### src/rtl/pipeline_hazard_ctrl.sv
// Hazard controller for a D/E pipeline: branch flush, load-use bubble and
// multicycle MUL/DIV/MOD stall sequencing, with stall and flush counters.
//
// state | meaning
// RUN   | normal issue; branch, multicycle start and load-use resolved here
// MDIV  | multicycle op occupying E; cnt counts down the remaining stall cycles
// LDUSE | one bubble inserted behind a load; returns to RUN
module pipeline_hazard_ctrl #(
    parameter int MUL_LAT = 2,
    parameter int DIV_LAT = 8
) (
    input  logic        clk,
    input  logic        reset,
    input  logic [3:0]  rs1D,
    input  logic [3:0]  rs2D,
    input  logic        useRs1D,
    input  logic        useRs2D,
    input  logic [3:0]  rdE,
    input  logic        validE,
    input  logic        isWbE,
    input  logic        isLdE,
    input  logic        isMulE,
    input  logic        isDivE,
    input  logic        isModE,
    input  logic        isBranchTakenE,
    output logic        stallF,
    output logic        stallD,
    output logic        stallE,
    output logic        flushD,
    output logic        flushE,
    output logic        aluDone,
    output logic [1:0]  stallC,
    output logic [15:0] stallCycles,
    output logic [15:0] flushCount
);

    typedef enum logic [1:0] {
        RUN   = 2'b00,
        MDIV  = 2'b01,
        LDUSE = 2'b10,
        BAD   = 2'b11
    } state_t;

    // The start cycle and the done cycle are not counted down, hence lat-2.
    localparam logic [3:0] MUL_INIT = 4'(MUL_LAT - 2);
    localparam logic [3:0] DIV_INIT = 4'(DIV_LAT - 2);

    state_t     state;
    state_t     stateNext;
    logic [3:0] cnt;
    logic [3:0] cntNext;
    logic       ldUse;
    logic       mdStart;
    logic       brTaken;

    assign ldUse = validE & isLdE & isWbE & (rdE != 4'd0) &
                   ((useRs1D & (rs1D == rdE)) | (useRs2D & (rs2D == rdE)));
    assign mdStart = validE & (isMulE | isDivE | isModE);
    assign brTaken = validE & isBranchTakenE;

    assign stallC = state;

    always_comb begin
        stateNext = state;
        cntNext   = cnt;
        stallF    = 1'b0;
        stallD    = 1'b0;
        stallE    = 1'b0;
        flushD    = 1'b0;
        flushE    = 1'b0;
        aluDone   = 1'b0;
        // Outputs are held low while reset is asserted, regardless of inputs.
        if (reset) begin
            case (state)
                RUN: begin
                    if (brTaken) begin
                        flushD = 1'b1;
                        flushE = 1'b1;
                    end else if (mdStart) begin
                        stallF    = 1'b1;
                        stallD    = 1'b1;
                        stallE    = 1'b1;
                        cntNext   = isMulE ? MUL_INIT : DIV_INIT;
                        stateNext = MDIV;
                    end else if (ldUse) begin
                        stallF    = 1'b1;
                        stallD    = 1'b1;
                        flushE    = 1'b1;
                        stateNext = LDUSE;
                    end
                end
                MDIV: begin
                    if (cnt != 4'd0) begin
                        stallF  = 1'b1;
                        stallD  = 1'b1;
                        stallE  = 1'b1;
                        cntNext = cnt - 4'd1;
                    end else begin
                        aluDone   = 1'b1;
                        stateNext = RUN;
                    end
                end
                LDUSE: begin
                    stateNext = RUN;
                end
                default: begin
                    cntNext   = 4'd0;
                    stateNext = RUN;
                end
            endcase
        end
    end

    always_ff @(posedge clk or negedge reset) begin
        if (!reset) begin
            state <= RUN;
            cnt   <= 4'd0;
        end else begin
            state <= stateNext;
            cnt   <= cntNext;
        end
    end

    always_ff @(posedge clk or negedge reset) begin
        if (!reset) begin
            stallCycles <= 16'd0;
            flushCount  <= 16'd0;
        end else begin
            if (stallF && (stallCycles != 16'hFFFF))
                stallCycles <= stallCycles + 16'd1;
            if (flushD && (flushCount != 16'hFFFF))
                flushCount <= flushCount + 16'd1;
        end
    end

endmodule

### config.mk
export PLATFORM = sky130hd
export DESIGN_NAME = pipeline_hazard_ctrl
export DESIGN_NICKNAME = d
export VERILOG_FILES = /design/src/rtl/pipeline_hazard_ctrl.sv
export SDC_FILE = /design/constraint.sdc
export NUM_CORES = 1
export LEC_CHECK = 0
export CORE_MARGIN = 8
export CORE_UTILIZATION = 49
export CTS_BUF_LIST = sky130_fd_sc_hd__clkbuf_16
export DETAILED_ROUTE_END_ITERATION = 8
export PLACE_DENSITY_LB_ADDON = 0.12
export SLEW_MARGIN = 25
export SYNTH_ARGS = -nofsm -noshare
export SYNTH_HDL_FRONTEND = slang
export SYNTH_SLANG_ARGS = --single-unit
### constraint.sdc
create_clock -name clk -period 2.91 [get_ports clk]
set_input_delay 0.582 -clock clk [delete_from_list [all_inputs] [get_ports clk]]
set_output_delay 0.582 -clock clk [all_outputs]
set_load 0.01 [all_outputs]
==> results.py, run 1 <==
metrics = {
    "run_status": {
        "status": "finished clean",
    },
    "global_route": {
        "antenna_found_initial": 0,
        "grt_pass1_vias": 1780,
        "grt_overflow_total": 0,
        "grtUsageTotal_pct": 16.7,
        "grt_max_degree": 19,
        "grt_pass1_wl_mm": 8.27,
    },
    "clock_tree": {
        "htreeDepth": 2,
        "clk_path_buf_depth": 2,
        "postCtsSetupBuffers": 0,
        "insertion_delay_ns": 0.28,
        "ctsResizeCount": 3,
        "path_clk_slew_ns": 0.06,
        "cts.sinks": 38,
        "cts-root-buf": "clkbuf_16",
        "cts_buffers": 5,
        "hold_buffers": 0,
        "cts_tree": "yes",
    },
    "power": {
        "p_total_uw": 2130,
        "clock_power_share_pct": 33.2,
        "p_leak_uw": 0.00121,
        "power_density_mw_per_mm2": 739,
        "ir_worst_vdd_mv": 0.522,
        "intPower_uw": 1460,
        "power_frac_comb_pct": 31.9,
        "switching_power_uw": 669,
        "pwr-share-seq_pct": 34.9,
        "swShare_pct": 31.4,
    },
    "cells_and_area": {
        "area_growth_pct": 47.0,
        "multi_input_area_um2": 961,
        "num_antenna_cells": 0,
        "drive_gt1_share_pct": 10.0,
        "nNetsFinal": 295,
        "fillCellCount": 309,
        "finish.utilization_pct": 73.6,
        "seqCellArea_um2": 951,
    },
    "setup_path": {
        "worstSetupEndpointType": "output pin",
        "critPathLaunchType": "input port",
        "crit_path_max_fanout": 3,
        "arrival_ns": 2.20,
        "worstPathRequired_ns": 2.33,
        "crit_type": "input port to output pin",
    },
    "sta": {
        "finClkSkew_ns": 0.00563,
        "setup_violations": 0,
        "tightest_slew_ns": 0.533,
        "max_freq_mhz": 360,
        "maxSlewViolCount": 0,
        "finalHoldViolCount": 0,
        "timing.final.crit_share_pct": 95.6,
        "finalCriticalPeriod_ns": 2.78,
        "slew-limit-headroom_pct": 64.5,
        "rsz0062_at_grt": "false",
    },
    "yosys": {
        "synth_xor_area_share_pct": 16.1,
        "yosysWarnings": 0,
        "synth_top_family_by_area": "simple AND/OR/NAND/NOR gates",
        "synth_edf_count": 0,
        "async_reset_ff_share_pct": 100,
        "synth_area_mm2": 0.00196,
        "synthCells": 196,
        "syn_nets": 222,
        "synthFlopType": "dfrtp_1",
        "ys_ff_latch": 38,
        "synth_fa_ha_area_share_pct": 1.91,
        "synth_compound_area_share_pct": 5.74,
        "syn_area_per_cell_um2": 10.0,
        "ys_seq_area_share_pct": 48.5,
        "ys_types": 33,
        "synthMuxAreaShare_pct": 1.15,
        "synth_simple_gate_area_share_pct": 24.1,
    },
    "floorplanning": {
        "dieArea_mm2": 0.00628,
        "start_util_pct": 50.1,
        "die_w_um": 79.3,
        "core_mm2": 0.00391,
        "io_pins": 63,
        "fp.dieH_um": 79.3,
        "placementRows": 23,
    },
    "placement": {
        "dp_hpwl_mm": 3.78,
        "gp_congestion": 0.788,
        "portBuffers": 62,
    },
    "routing": {
        "vias_per_cell": 5.34,
        "dr.first_iter.drc_count": 121,
        "route.detailed.wl_per_inst_um": 15.6,
        "drt_wl_total_mm": 4.98,
        "wl_met1_mm": 2.20,
        "dr.pass1.iters": 5,
        "ant_nets": 0,
        "wl_met2_mm": 2.48,
        "dr.max_layer_used": "met4",
        "route.vias.total": 1709,
        "drc": 0,
        "route.met3.wl_um": 255,
    },
    "job": {
        "drv_cap": 0,
    },
    "hold_path": {
        "hold_path_class": "input port to async pin",
    },
}
==> critical path, cell delays in order <==
cell	delay (ns)
clkdlybuf4s50_1	0.47
xor2_1	0.18
nor3_1	0.18
nand4_1	0.14
a31o_1	0.26
nand2_1	0.11
dlygate4sd2_1	0.28
==> metal layers <==
layer | track usage (%) | up-vias
met4 | 6.11 | 0
met1 | 20.4 | 814
met5 | 0 | -
met3 | 5.08 | 5
li1 | - | 845
met2 | 27.3 | 45
==> path summary, 6_finish.rpt <==
| kind | start | to | slack, ns | cells past startpoint |
|---|---|---|---|---|
| worst max-delay path | rdE[0] | stallF | 0.13 | 7 |
| max in group asynchronous | reset | stallCycles[4]$_DFFE_PN0P_ | 2.40 | 2 |
| min in group clk | cnt[3]$_DFFE_PN0P_ | cnt[3]$_DFFE_PN0P_ | 0.48 | 1 |
| worst min register to register | cnt[3]$_DFFE_PN0P_ | cnt[3]$_DFFE_PN0P_ | 0.48 | 1 |
| worst min-delay path | reset | flushCount[15]$_DFFE_PN0P_ | 0.30 | 2 |
| worst max register to register | stallCycles[2]$_DFFE_PN0P_ | stallCycles[1]$_DFFE_PN0P_ | 0.89 | 7 |
==> registers in the layout, summed over array words and instances (netlist names) <==
name         count
cnt              4
flushCount      16
stallC           2
stallCycles     16
==> kinds of logic (layout without fill, tap and decap cells) <==
family	Yosys count	in the layout
flip-flops	38	38
buffers and inverters	10	84
AO/OA/AOI/OAI	18	18
adder cells (fa/ha/maj)	3	3
multiplexers	2	2
XOR/XNOR	36	36
AND/OR/NAND/NOR	89	89
==> area by class of cell <==
class	count	share of cell area, %
tap	50	2.17
clock buffer	5	4.34
multi-input combinational	148	33.3
clock inverter	3	2.39
inverter	5	0.651
timing repair buffer	71	24.1
sequential	38	33.0
==> layout by cell type (no fill, tap or decap), types with 2 or more instances in the layout <==
master,count
a21oi_1,2
and2_1,2
and3_1,3
and4_1,4
buf_4,8
bufinv_16,2
clkbuf_16,5
clkdlybuf4s50_1,57
dfrtp_1,38
dlygate4sd2_1,3
ha_1,3
inv_1,5
mux2_2,2
nand2_1,24
nand3_1,16
nand4_1,16
nor2_1,13
nor3_1,2
nor3_2,3
o21ai_0,7
o22ai_1,2
o31ai_1,2
xnor2_1,28
xor2_1,8
==> through the flow <==
step | setup slack, ns | TNS, ns | hold slack (ns) | cell area, µm² | std cells
2_1_floorplan | 0.795 | 0 | 0.286 | 1960 | 196
3_3_place_gp | -0.115 | -0.299 | 0.481 | 2690 | 312
3_5_place_dp | -0.153 | -0.421 | 0.479 | 2690 | 312
4_1_cts | 0.0616 | 0 | 0.296 | 2880 | 320
5_1_grt | 0.0269 | 0 | 0.331 | 2880 | 320
6_report | 0.129 | 0 | 0.298 | 2880 | 320
==> synth_stat cells (3+ instances only) <==
master | n | area, µm²
and3_1 | 3 | 18.8
xor2_1 | 8 | 70.1
ha_1 | 3 | 37.5
o21ai_0 | 7 | 35.0
inv_1 | 5 | 18.8
nor3_2 | 3 | 30.0
nand2_1 | 24 | 90.1
xnor2_1 | 28 | 245
clkbuf_1 | 3 | 11.3
nor2_1 | 13 | 48.8
and4_1 | 4 | 35.0
nand3_1 | 16 | 80.1
dfrtp_1 | 38 | 951
nand4_1 | 16 | 100
==> power groups by stage <==
| stage | clock network, µW | logic, µW | registers, µW |
|---|---|---|---|
| floorplan | 0 | 331 | 758 |
| global placement | 0 | 673 | 746 |
| detailed placement | 0 | 688 | 748 |
| CTS | 718 | 689 | 742 |
| global route | 743 | 741 | 763 |
| finish | 708 | 680 | 743 |
Note: power is estimated with default switching activity, not from simulation.
==> run 2, diff against run 1 <==
--- a/config.mk
+++ b/config.mk
@@ -8,3 +8,3 @@
 export CORE_MARGIN = 8
-export CORE_UTILIZATION = 49
+export CORE_UTILIZATION = 48
 export CTS_BUF_LIST = sky130_fd_sc_hd__clkbuf_16
==> constraint.sdc (replaced) <==
create_clock -name clk -period 2.91 [get_ports clk]
set_input_delay 0.873 -clock clk [delete_from_list [all_inputs] [get_ports clk]]
set_output_delay 0.873 -clock clk [all_outputs]
set_load 0.01 [all_outputs]
==> run 2 against run 1 <==
- power shrank 9.5%
- clock-buffer cell count unchanged
- register-to-register slack gained 0.05 ns
- critical endpoint unchanged
- largest power group unchanged
==> results.py, run 2 (same netlist as run 1, synthesis figures left out) <==
metrics = {
    "run_status": {
        "status": "finished clean",
    },
    "placement": {
        "placedInstanceArea_mm2": 0.00274,
        "dp_hpwl_mm": 3.67,
        "gp_congestion": 0.784,
        "portBuffers": 62,
    },
    "floorplanning": {
        "placementRows": 23,
        "core_mm2": 0.00397,
        "dieArea_mm2": 0.00639,
        "die_w_um": 79.9,
        "start_util_pct": 49.4,
        "fp.dieH_um": 79.9,
        "io_pins": 63,
    },
    "global_route": {
        "grt_pass1_wl_mm": 8.18,
        "antenna_found_initial": 0,
        "grt_overflow_total": 0,
        "grtUsageTotal_pct": 15.9,
        "grt_pass1_vias": 1662,
        "grt_max_degree": 34,
    },
    "power": {
        "ir_worst_vdd_mv": 0.655,
        "pwr-share-seq_pct": 38.3,
        "swShare_pct": 33.4,
        "clock_power_share_pct": 26.5,
        "intPower_uw": 1290,
        "power_frac_comb_pct": 35.2,
        "power_density_mw_per_mm2": 675,
        "p_leak_uw": 0.00122,
        "switching_power_uw": 643,
    },
    "clock_tree": {
        "cts_buffers": 5,
        "cts-root-buf": "clkbuf_16",
        "hold_buffers": 0,
        "path_clk_slew_ns": 0.05,
        "htreeDepth": 2,
        "cts.sinks": 38,
        "clk_path_buf_depth": 2,
        "cts_tree": "yes",
        "insertion_delay_ns": 0.28,
    },
    "sta": {
        "max_freq_mhz": 351,
        "setup_violations": 0,
        "rsz0062_at_grt": "false",
        "timing.hold.ws_ns": 0.490,
        "finClkSkew_ns": 0.00444,
        "tightest_slew_ns": 0.482,
        "maxSlewViolCount": 0,
        "slew-limit-headroom_pct": 67.8,
        "fin_setup_tns_ns": 0,
        "finalCriticalPeriod_ns": 2.85,
        "finalHoldViolCount": 0,
        "timing.final.crit_share_pct": 97.9,
    },
    "setup_path": {
        "crit_path_max_fanout": 3,
        "arrival_ns": 1.97,
        "reg2reg_from": "cnt[0]$_DFFE_PN0P_",
        "critPathLaunchType": "input port",
        "crit_type": "input port to output pin",
        "r2r-end": "stallCycles[6]$_DFFE_PN0P_",
        "reg2reg_depth": 9,
        "worstSetupEndpointType": "output pin",
        "worstPathRequired_ns": 2.04,
        "worst-r2r-setup-slack_ns": 0.94,
    },
    "cells_and_area": {
        "num_antenna_cells": 0,
        "fin_area_mm2": 0.00286,
        "drive_gt1_share_pct": 17.6,
        "reg_top3": "flushCount x16, stallCycles x16, cnt x4",
        "area_growth_pct": 45.7,
        "final_cell_mix": "dfrtp_1, clkdlybuf4s50_1, xnor2_1, nand2_1, buf_4",
        "nNetsFinal": 304,
    },
    "routing": {
        "vias_per_cell": 5.34,
        "route.vias.total": 1758,
        "drc": 0,
        "dr.first_iter.drc_count": 69,
        "route.detailed.wl_per_inst_um": 14.7,
        "drt_wl_total_mm": 4.84,
        "ant_nets": 0,
        "dr.pass1.iters": 4,
    },
    "hold_path": {
        "hold_start": "cnt[3]$_DFFE_PN0P_",
        "hold_path_class": "flip-flop to flip-flop",
        "hold_end": "cnt[3]$_DFFE_PN0P_",
        "timing.hold.worst_path_depth": 1,
    },
    "job": {
        "drv_cap": 0,
    },
}
[run 2: critical path: stages]
cell           delay, ns
dlygate4sd2_1       0.24
xor2_1              0.13
nor3_1              0.13
nand4_1             0.15
a31o_1              0.23
nand2_2             0.11
buf_6               0.11
[run 2: per-stage QoR]
step	util [%]	std cells	setup WS, ns	power [µW]
2_1_floorplan	-	196	0.213	1090
3_3_place_gp	69.1	321	-0.693	1420
3_5_place_dp	69.1	321	-0.761	1430
4_1_cts	72.3	329	0.00586	1950
5_1_grt	71.9	329	0.00415	2060
6_report	71.9	329	0.0622	1930
[run 2: per-layer routing]
metal / track usage, % / vias to the layer above / wire length (µm)
met3: 5.18 / 7 / 313
met4: 4.91 / 0 / 63
met2: 25.7 / 40 / 2390
met1: 19.6 / 852 / 2070
li1: - / 859 / -
met5: 0 / - / 0
[run 2: area by class of cell]
type / count / area [µm²]
Clock buffer: 5 / 125
Clock inverter: 3 / 16.3
Fill cell: 326 / 1110
Inverter: 5 / 18.8
Multi-Input combinational cell: 148 / 978
Sequential cell: 38 / 951
Tap cell: 50 / 62.6
Timing Repair Buffer: 80 / 704
[run 2: what timing repair did]
| item | CTS | global route |
|---|---|---|
| resized for setup | 45 | 12 |
| pin swaps | 11 | 10 |
| endpoints found under the setup margin | 5 | 4 |
| buffers inserted | 0 | 0 |
[run 2: worst max-delay path by stage]
stage,start,end,slack (ns),cells past startpoint
global placement,rdE[0],stallF,-0.69,7
detailed placement,rdE[0],stallF,-0.76,7
CTS,rdE[0],stallF,0.006,7
floorplan,rdE[0],stallF,0.21,6
global route,rs1D[0],stallF,0.004,7
finish,rs1D[0],stallF,0.06,7
[run 2: power groups by stage]
stage / sequential, µW / combinational (µW) / clock (µW)
floorplan: 758 / 331 / 0
global placement: 744 / 680 / 0
detailed placement: 745 / 689 / 0
CTS: 739 / 684 / 525
global route: 760 / 752 / 552
finish: 739 / 679 / 510
==> run 3, diff against run 2 <==
Settings changed: CORE_ASPECT_RATIO from default to 1.1, GPL_TIMING_DRIVEN from default to 1.
==> run 3 against run 2 <==
- non-clock buffer count increased by 3
- power increased by 2.6%
- sequential power about the same
- cell count is 1.5% higher
- global-route usage is 0.066 points higher
- first-iteration DRC count is 26% higher
- core utilization rose by 2.1 points
- combinational power is 6.6% higher
- critical path type unchanged
- largest cell class unchanged
==> results.py, run 3 (same netlist as run 1, synthesis figures left out) <==
metrics = {
    "global_route": {
        "grtUsageTotal_pct": 16.0,
        "antenna_found_initial": 0,
        "grt_pass1_vias": 1783,
        "grt_max_degree": 21,
        "grt_pass1_wl_mm": 8.56,
        "grt_overflow_total": 0,
    },
    "floorplanning": {
        "fp.dieH_um": 83.0,
        "start_util_pct": 49.8,
        "core_mm2": 0.00393,
        "io_pins": 63,
        "placementRows": 24,
        "die_w_um": 76.9,
        "dieArea_mm2": 0.00639,
    },
    "run_status": {
        "status": "finished clean",
    },
    "sta": {
        "max_freq_mhz": 352,
        "setup_violations": 0,
        "fin_setup_tns_ns": 0,
        "finalCriticalPeriod_ns": 2.84,
        "timing.hold.ws_ns": 0.486,
        "finalHoldViolCount": 0,
        "setup_slack_ns": 0.0711,
        "tightest_slew_ns": 0.457,
        "finClkSkew_ns": 0.00438,
        "timing.final.crit_share_pct": 97.6,
        "maxSlewViolCount": 0,
        "slew-limit-headroom_pct": 69.6,
    },
    "power": {
        "ir_worst_vdd_mv": 0.355,
        "power_density_mw_per_mm2": 679,
        "p_leak_uw": 0.00124,
        "p_total_uw": 1980,
    },
    "setup_path": {
        "arrival_ns": 1.97,
        "crit_type": "input port to output pin",
        "critPathLaunchType": "input port",
        "crit_path_max_fanout": 3,
        "worstPathRequired_ns": 2.04,
        "worstSetupEndpointType": "output pin",
    },
    "placement": {
        "dp_hpwl_mm": 3.84,
        "placedInstanceArea_mm2": 0.00276,
        "gp_congestion": 0.791,
        "dp_slack_ns": -0.739,
        "portBuffers": 62,
    },
    "routing": {
        "drt_wl_total_mm": 5.07,
        "dr.first_iter.drc_count": 87,
        "ant_nets": 0,
        "vias_per_cell": 5.23,
        "route.vias.total": 1747,
        "dr.pass1.iters": 4,
        "route.detailed.wl_per_inst_um": 15.2,
        "drc": 0,
    },
    "cells_and_area": {
        "reg_top3": "flushCount x16, stallCycles x16, cnt x4",
        "fillCellCount": 300,
        "area_growth_pct": 48.6,
        "fin_area_mm2": 0.00291,
        "num_antenna_cells": 0,
        "drive_gt1_share_pct": 19.5,
        "final_cell_mix": "dfrtp_1, clkdlybuf4s50_1, xnor2_1, nand2_1, buf_4",
        "nNetsFinal": 307,
    },
    "clock_tree": {
        "cts_tree": "yes",
        "htreeDepth": 2,
        "insertion_delay_ns": 0.28,
        "cts_buffers": 5,
        "cts.sinks": 38,
        "hold_buffers": 0,
        "clk_path_buf_depth": 2,
        "cts-root-buf": "clkbuf_16",
        "path_clk_slew_ns": 0.05,
    },
    "hold_path": {
        "hold_path_class": "flip-flop to flip-flop",
    },
    "job": {
        "drv_cap": 0,
    },
}
-- run 3: final cells by class --
cell class | count | area [µm²] | share of cell area (%)
clock buffer | 5 | 125 | 4.29
clock inverter | 3 | 16.3 | 0.558
inverter | 5 | 18.8 | 0.644
multi-input combinational | 148 | 1000 | 34.4
sequential | 38 | 951 | 32.6
tap | 52 | 65.1 | 2.23
timing repair buffer | 83 | 736 | 25.2
-- run 3: per-stage QoR --
step                util (%)  instances
finish                  74.1        334
global route            74.1        334
CTS                     74.2        333
detailed placement      70.1        323
global placement        70.1        323
floorplan                  -        196
-- run 3: repair_timing --
action | CTS | global route
gates cloned | 0 | 0
pin swaps | 14 | 8
setup buffers | 2 | 1
endpoints found under the setup margin | 5 | 5
resized for setup | 50 | 14
-- run 3: final timing paths --
kind	start	end	slack (ns)	cells past startpoint
min in group asynchronous	reset	stallCycles[14]$_DFFE_PN0P_	0.56	2
min reg2reg	stallCycles[4]$_DFFE_PN0P_	stallCycles[4]$_DFFE_PN0P_	0.49	1
max reg2reg	stallCycles[2]$_DFFE_PN0P_	stallCycles[1]$_DFFE_PN0P_	0.89	7
min	stallCycles[4]$_DFFE_PN0P_	stallCycles[4]$_DFFE_PN0P_	0.49	1
max	rs1D[0]	stallF	0.07	7
max in group asynchronous	reset	flushCount[7]$_DFFE_PN0P_	1.96	3
-- run 3: critical path, stage by stage --
cell,delay (ns)
clkdlybuf4s15_1,0.18
xor2_1,0.14
nor3_1,0.16
nand4_1,0.14
a31o_1,0.26
nand2_2,0.10
buf_6,0.11
-- run 3: where the power goes --
group | total [µW] | internal [µW] | switching (µW) | leakage (µW)
clock network | 512 | 312 | 200 | 0.0000672
registers | 742 | 625 | 117 | 0.000509
logic | 724 | 369 | 355 | 0.000663
-- run 3: per-layer routing --
metal  share of wire [%]  up-vias  global-route usage (%)  routed length (µm)
met5                   0        -                       0                   0
met4                0.37        0                    3.68                  19
met3                 5.5        2                    4.53                 280
met2                  51       50                    26.4                2570
met1                  43      835                    20.0                2200
li1                    -      860                       -                   -
